$ cat config.mk
export PLATFORM = sky130hd
export DESIGN_NAME = shift_seq_ctrl
export DESIGN_NICKNAME = d
export VERILOG_FILES = /design/src/rtl/shift_ctrl_pkg.sv /design/src/rtl/shift_counter.sv /design/src/rtl/shift_seq_ctrl.sv
export SDC_FILE = /design/constraint.sdc
export NUM_CORES = 1
export LEC_CHECK = 0
export CELL_PAD_IN_SITES_DETAIL_PLACEMENT = 0
export CELL_PAD_IN_SITES_GLOBAL_PLACEMENT = 1
export CORE_MARGIN = 10
export CORE_UTILIZATION = 31
export DETAILED_ROUTE_END_ITERATION = 10
export PLACE_DENSITY_LB_ADDON = 0.2
export REMOVE_ABC_BUFFERS = 1
export SKIP_CTS_REPAIR_TIMING = 1
export SLEW_MARGIN = 30
export SYNTH_ARGS = -nofsm -noshare
export SYNTH_HDL_FRONTEND = slang
export SYNTH_SLANG_ARGS = --single-unit
$ cat constraint.sdc
create_clock -name clk -period 1.45 [get_ports clk]
set_input_delay 0.3625 -clock clk [delete_from_list [all_inputs] [get_ports clk]]
set_output_delay 0.3625 -clock clk [all_outputs]
set_load 0.005 [all_outputs]
$ cat src/rtl/shift_ctrl_pkg.sv
// Shared definitions for the load/shift sequencing controller:
// FSM state encoding and the shift-length saturation rule.
package shift_ctrl_pkg;

    localparam int unsigned STATE_W = 2;

    typedef enum logic [STATE_W-1:0] {
        S_IDLE  = 2'd0,
        S_LOAD  = 2'd1,
        S_SHIFT = 2'd2,
        S_DONE  = 2'd3
    } state_t;

    // A zero or over-range request means a full-width shift.
    function automatic int unsigned sat_len(input int unsigned len, input int unsigned width);
        if ((len == 0) || (len > width)) begin
            return width;
        end
        return len;
    endfunction

endpackage

$ cat src/rtl/shift_counter.sv
// Shift counter: synchronous clear on accept, increment on each shift strobe,
// and a terminal-count flag raised when the next shift will be the last one.
module shift_counter #(
    parameter int unsigned CNT_W = 4
) (
    input  logic             clk,
    input  logic             rst,
    input  logic             clr,
    input  logic             en,
    input  logic [CNT_W-1:0] term,
    output logic [CNT_W-1:0] cnt,
    output logic             last_c
);

    always_ff @(posedge clk or posedge rst) begin
        if (rst) begin
            cnt <= '0;
        end else if (clr) begin
            cnt <= '0;
        end else if (en) begin
            cnt <= cnt + CNT_W'(1);
        end
    end

    // term is always at least 1, so term-1 never wraps in use.
    assign last_c = (cnt == (term - CNT_W'(1)));

endmodule

$ cat src/rtl/shift_seq_ctrl.sv
// Sequencing controller for the parallel-load / serial-shift datapath:
// one load strobe, then exactly len_eff shift strobes (stall-aware), then done.
module shift_seq_ctrl
    import shift_ctrl_pkg::*;
#(
    parameter int unsigned WIDTH = 8,
    parameter int unsigned CNT_W = $clog2(WIDTH + 1)
) (
    input  logic             clk,
    input  logic             rst,
    input  logic             start,
    input  logic [CNT_W-1:0] len,
    input  logic             stall,
    input  logic             abort,
    output logic             ready,
    output logic             load,
    output logic             shift_en,
    output logic             busy,
    output logic             done,
    output logic [CNT_W-1:0] shift_cnt
);

    state_t           state;
    state_t           state_next;
    logic [CNT_W-1:0] len_eff;
    logic [CNT_W-1:0] len_sat;
    logic             accept;
    logic             last_shift;

    assign len_sat = CNT_W'(sat_len(32'(len), WIDTH));

    // State register and length latch.
    always_ff @(posedge clk or posedge rst) begin
        if (rst) begin
            state   <= S_IDLE;
            len_eff <= '0;
        end else begin
            state <= state_next;
            if (accept) begin
                len_eff <= len_sat;
            end
        end
    end

    // Next-state and strobe decode; abort outranks stall and the final shift.
    always_comb begin
        state_next = state;
        accept     = 1'b0;
        ready      = 1'b0;
        load       = 1'b0;
        shift_en   = 1'b0;
        busy       = 1'b0;
        done       = 1'b0;
        case (state)
            S_IDLE: begin
                ready = 1'b1;
                if (start && !abort) begin
                    accept     = 1'b1;
                    state_next = S_LOAD;
                end
            end
            S_LOAD: begin
                load       = 1'b1;
                busy       = 1'b1;
                state_next = abort ? S_IDLE : S_SHIFT;
            end
            S_SHIFT: begin
                busy = 1'b1;
                if (abort) begin
                    state_next = S_IDLE;
                end else if (!stall) begin
                    shift_en = 1'b1;
                    if (last_shift) begin
                        state_next = S_DONE;
                    end
                end
            end
            S_DONE: begin
                done       = !abort;
                state_next = S_IDLE;
            end
            default: begin
                state_next = S_IDLE;
            end
        endcase
    end

    shift_counter #(
        .CNT_W (CNT_W)
    ) u_counter (
        .clk    (clk),
        .rst    (rst),
        .clr    (accept),
        .en     (shift_en),
        .term   (len_eff),
        .cnt    (shift_cnt),
        .last_c (last_shift)
    );

endmodule
==> summary.md <==
| Metric | Value |
|---|---|
| Clock tree buffer depth | `2` |
| Fin. Hold Viols | `0` |
| Pint | `around 1000 µW` |
| Final instance area | `between 0.001 and 0.0015 mm²` |
| Sw frac | `35.2%` |
| Yosys cell types | `23` |
| Crit Path Max Fanout | `3` |
| Final setup vio count | `8` |
| GRT Resource Usage Total | `between 7 and 8%` |
| Failing checks | `negative setup slack` |
| Area delta synth->final | `75.5%` |
| Buf/Inv on CP | `2` |
| Clk sinks | `10` |
| WS Path Type | `flop to output port` |
| Clk Latency, worst-skew pair | `0.26 ns` |
| Dpl ws | `-0.549 ns` |
| Yosys top cell by area | `dfrtp_1` |
| Data required, critical path | `1.09 ns` |
| Slew Limit Fails | `0` |
| Max cap viols | `0` |
| Register cell area after layout | `251 µm²` |
| Number of synthesized flops with an enable pin | `0` |
| Diode count | `0` |
| Status | `finished with violations` |
| Sequential element share of the synthesized area | `38.6%` |
| Hold Crit Class | `primary input to async pin` |
| Worst R2R Start | `len_eff[1]` |
| Setup Skew | `roughly 0.0020 ns` |
| CTS root buf | `clkbuf_4` |
| FF-to-FF path depth | `6` |
| DR vias/cell | `4.50` |
| Avg WL per Cell | `12.1 µm` |
| Async set-reset flop share out of synthesis | `100%` |
| Sequential share of power | `26.8%` |
| Die Y | `65.7 µm` |
| Relative slew slack | `approximately 74%` |
| GPL Wtd Cong | `0.657` |
| Syn Area/Cell | `9.53 µm²` |
| Post-DRT Antenna Nets | `0` |
| Final nets | `between 100 and 150` |
| Setup WS post-layout | `-0.127 ns` |
| Synth top area share | `38.6%` |
| CP max stage delay | `0.41 ns` |
| H-tree depth | `1` |
| Combinational fraction of design power | `roughly 62%` |
| Die width | `65.7 µm` |
| Design Power | `roughly 1600 µW` |
| First-pass GRT wire length | `2510 µm` |
| Cell Count, Final, Fillers Out | `140` |
| Sw power | `approximately 570 µW` |
| Grt ovf | `0` |
| Largest net degree at the start of global routing | `11` |
| # fillers | `about 180` |
| DRT Pass-1 Iters | `2` |
| Mapped Area | `648 µm²` |
| Vias in the first global route | `617` |
| Final Util | `57.4%` |
| Port buffer count | `17` |
| Multi-input gate area | `447 µm²` |
| RSZ-0062 raised after global routing | `yes` |
| Crit-path slowest cell | `dfrtp_1` |
| Slew @ Worst Pin | `between 0.3 and 0.4 ns` |
| Pwr Density | `1420 mW/mm²` |
| # DRC | `0` |
| Clock power share | `11.2%` |
| Maximum VDD drop | `between 0.8 and 0.9 mV` |
| Number of buffers created by CTS | `3` |
| Gate Count Post-Synth | `68` |
| Share of cells above drive strength 1 | `a little over two fifths` |
| Period utilization | `109%` |
| Lkg Pwr | `0.000614 µW` |
| Initial antenna violation count | `0` |
| Top delay family on crit path | `flip-flops` |
| DRT iter0 DRCs | `7` |
| Crit end category | `output port` |
| Core box area | `between 0.0015 and 0.002 mm²` |
| Ys flop type | `dfrtp_1` |
| I/O pins | `18` |
| R2R Setup Slk | `-0.07 ns` |
| Via count | `630` |
| F_max | `approximately 0.63 GHz` |
| CTS tree | `built` |
| Worst r2r dst | `state[1]` |
| Minimum clock period | `1.58 ns` |
| Post-Route WL | `1690 µm` |
| Startpoint types | `flop` |
| Starting Density | `32.7%` |
| Placement row count | `16` |
| Top post-synthesis cells by area | `dfrtp_1 39%, ha_1 12%, xnor2_1 6.8%, xor2_1 5.4%, inv_1 3.5%` |
| Post-DP Area | `950 µm²` |
| Synth Warn # | `0` |
| DPL Wire Length | `between 1000 and 1500 µm` |
| Cells after DPL | `125` |
| Cells along the critical path | `buf_6, ha_4, nor3b_4, buf_2` |
| Worst EP arrival | `between 1 and 1.5 ns` |
| Clock transition at path regs | `0.06 ns` |
| Seq cells post-synth | `10` |
| Die area | `0.00432 mm²` |
[how the worst max path moves through the flow]
stage,from,to,slack [ns],cells past startpoint
detailed placement,abort,shift_en,-0.55,3
finish,state[1],shift_en,-0.13,4
CTS,state[0],shift_en,-0.57,4
global placement,abort,shift_en,-0.54,3
global route,state[1],shift_en,-0.22,4
floorplan,len_eff[0],state[1],-0.03,6
[area by class of cell]
type	instances	area share, %
flip-flops and latches	10	22.1
well taps	27	2.97
inverters	6	1.98
clock buffers	3	1.98
multi-input cells	52	39.3
repair buffers	42	31.7
[registers in the layout, indices dropped and copies added, names as in the netlist]
name	cells
len_eff	4
state	2
u_counter.cnt	4
[kinds of logic (layout without fill, tap and decap cells)]
group	Yosys count	after routing	synth area share, %
and+or+nand+nor	26	26	22.6
DFF	10	10	38.6
xor gates and xnor gates	9	9	12.2
AOI/OAI and AO/OA	8	8	6.76
adders and majority gates	6	6	11.6
buffers and inverters	6	51	3.47
muxes	3	3	4.83
[worst reg2reg max path, delay by kind of cell, from the launching register on]
family                   cells  cell delay (ns)
flip-flops                   1             0.39
XOR/XNOR                     1             0.12
adder cells (fa/ha/maj)      1             0.21
AND/OR/NAND/NOR              2             0.29
multiplexers                 1             0.32
buffers and inverters        1             0.08
[cells in the mapped netlist (2+ instances only)]
cell,n
nor3_1,3
o21ai_0,4
inv_1,6
xnor2_1,5
dfrtp_1,10
nand3_1,2
ha_1,6
xor2_1,4
a21oi_1,2
nand3b_1,3
nand2_1,5
nor2_1,6
mux2i_1,2
[placed cells by master, fill, tap and decap left out, types with 3 or more instances in the layout]
| cell | n |
|---|---|
| buf_4 | 21 |
| buf_6 | 4 |
| clkbuf_2 | 3 |
| clkbuf_4 | 3 |
| clkdlybuf4s50_1 | 7 |
| dfrtp_1 | 9 |
| dlymetal6s2s_1 | 5 |
| ha_4 | 4 |
| inv_2 | 4 |
| nand2_1 | 4 |
| nand3b_1 | 3 |
| nor2_1 | 6 |
| nor3_1 | 3 |
| o21ai_0 | 4 |
| xnor2_1 | 3 |
| xor2_1 | 4 |
[power groups by stage]
stage | Clock, µW | Sequential [µW] | Combinational [µW]
after CTS | 189 | 426 | 847
after global routing | 207 | 441 | 1120
after global placement | 0 | 429 | 835
after floorplan | 0 | 441 | 436
after detailed placement | 0 | 431 | 841
final | 181 | 431 | 998
[routing by layer]
| metal | share of wire (%) | track usage, % |
|---|---|---|
| met5 | 0 | 0 |
| met4 | 0.59 | 2.41 |
| met3 | 5.9 | 3.90 |
| met2 | 51 | 13.3 |
| met1 | 42 | 6.89 |
[through the flow]
stage | hold slack, ns | setup TNS, ns
6_report | 0.389 | -0.479
5_1_grt | 0.416 | -1.31
4_1_cts | 0.397 | -3.04
3_5_place_dp | 0.482 | -3.89
3_3_place_gp | 0.483 | -3.76
2_1_floorplan | 0.203 | -0.0461
Power figures use the tool's default switching activity.
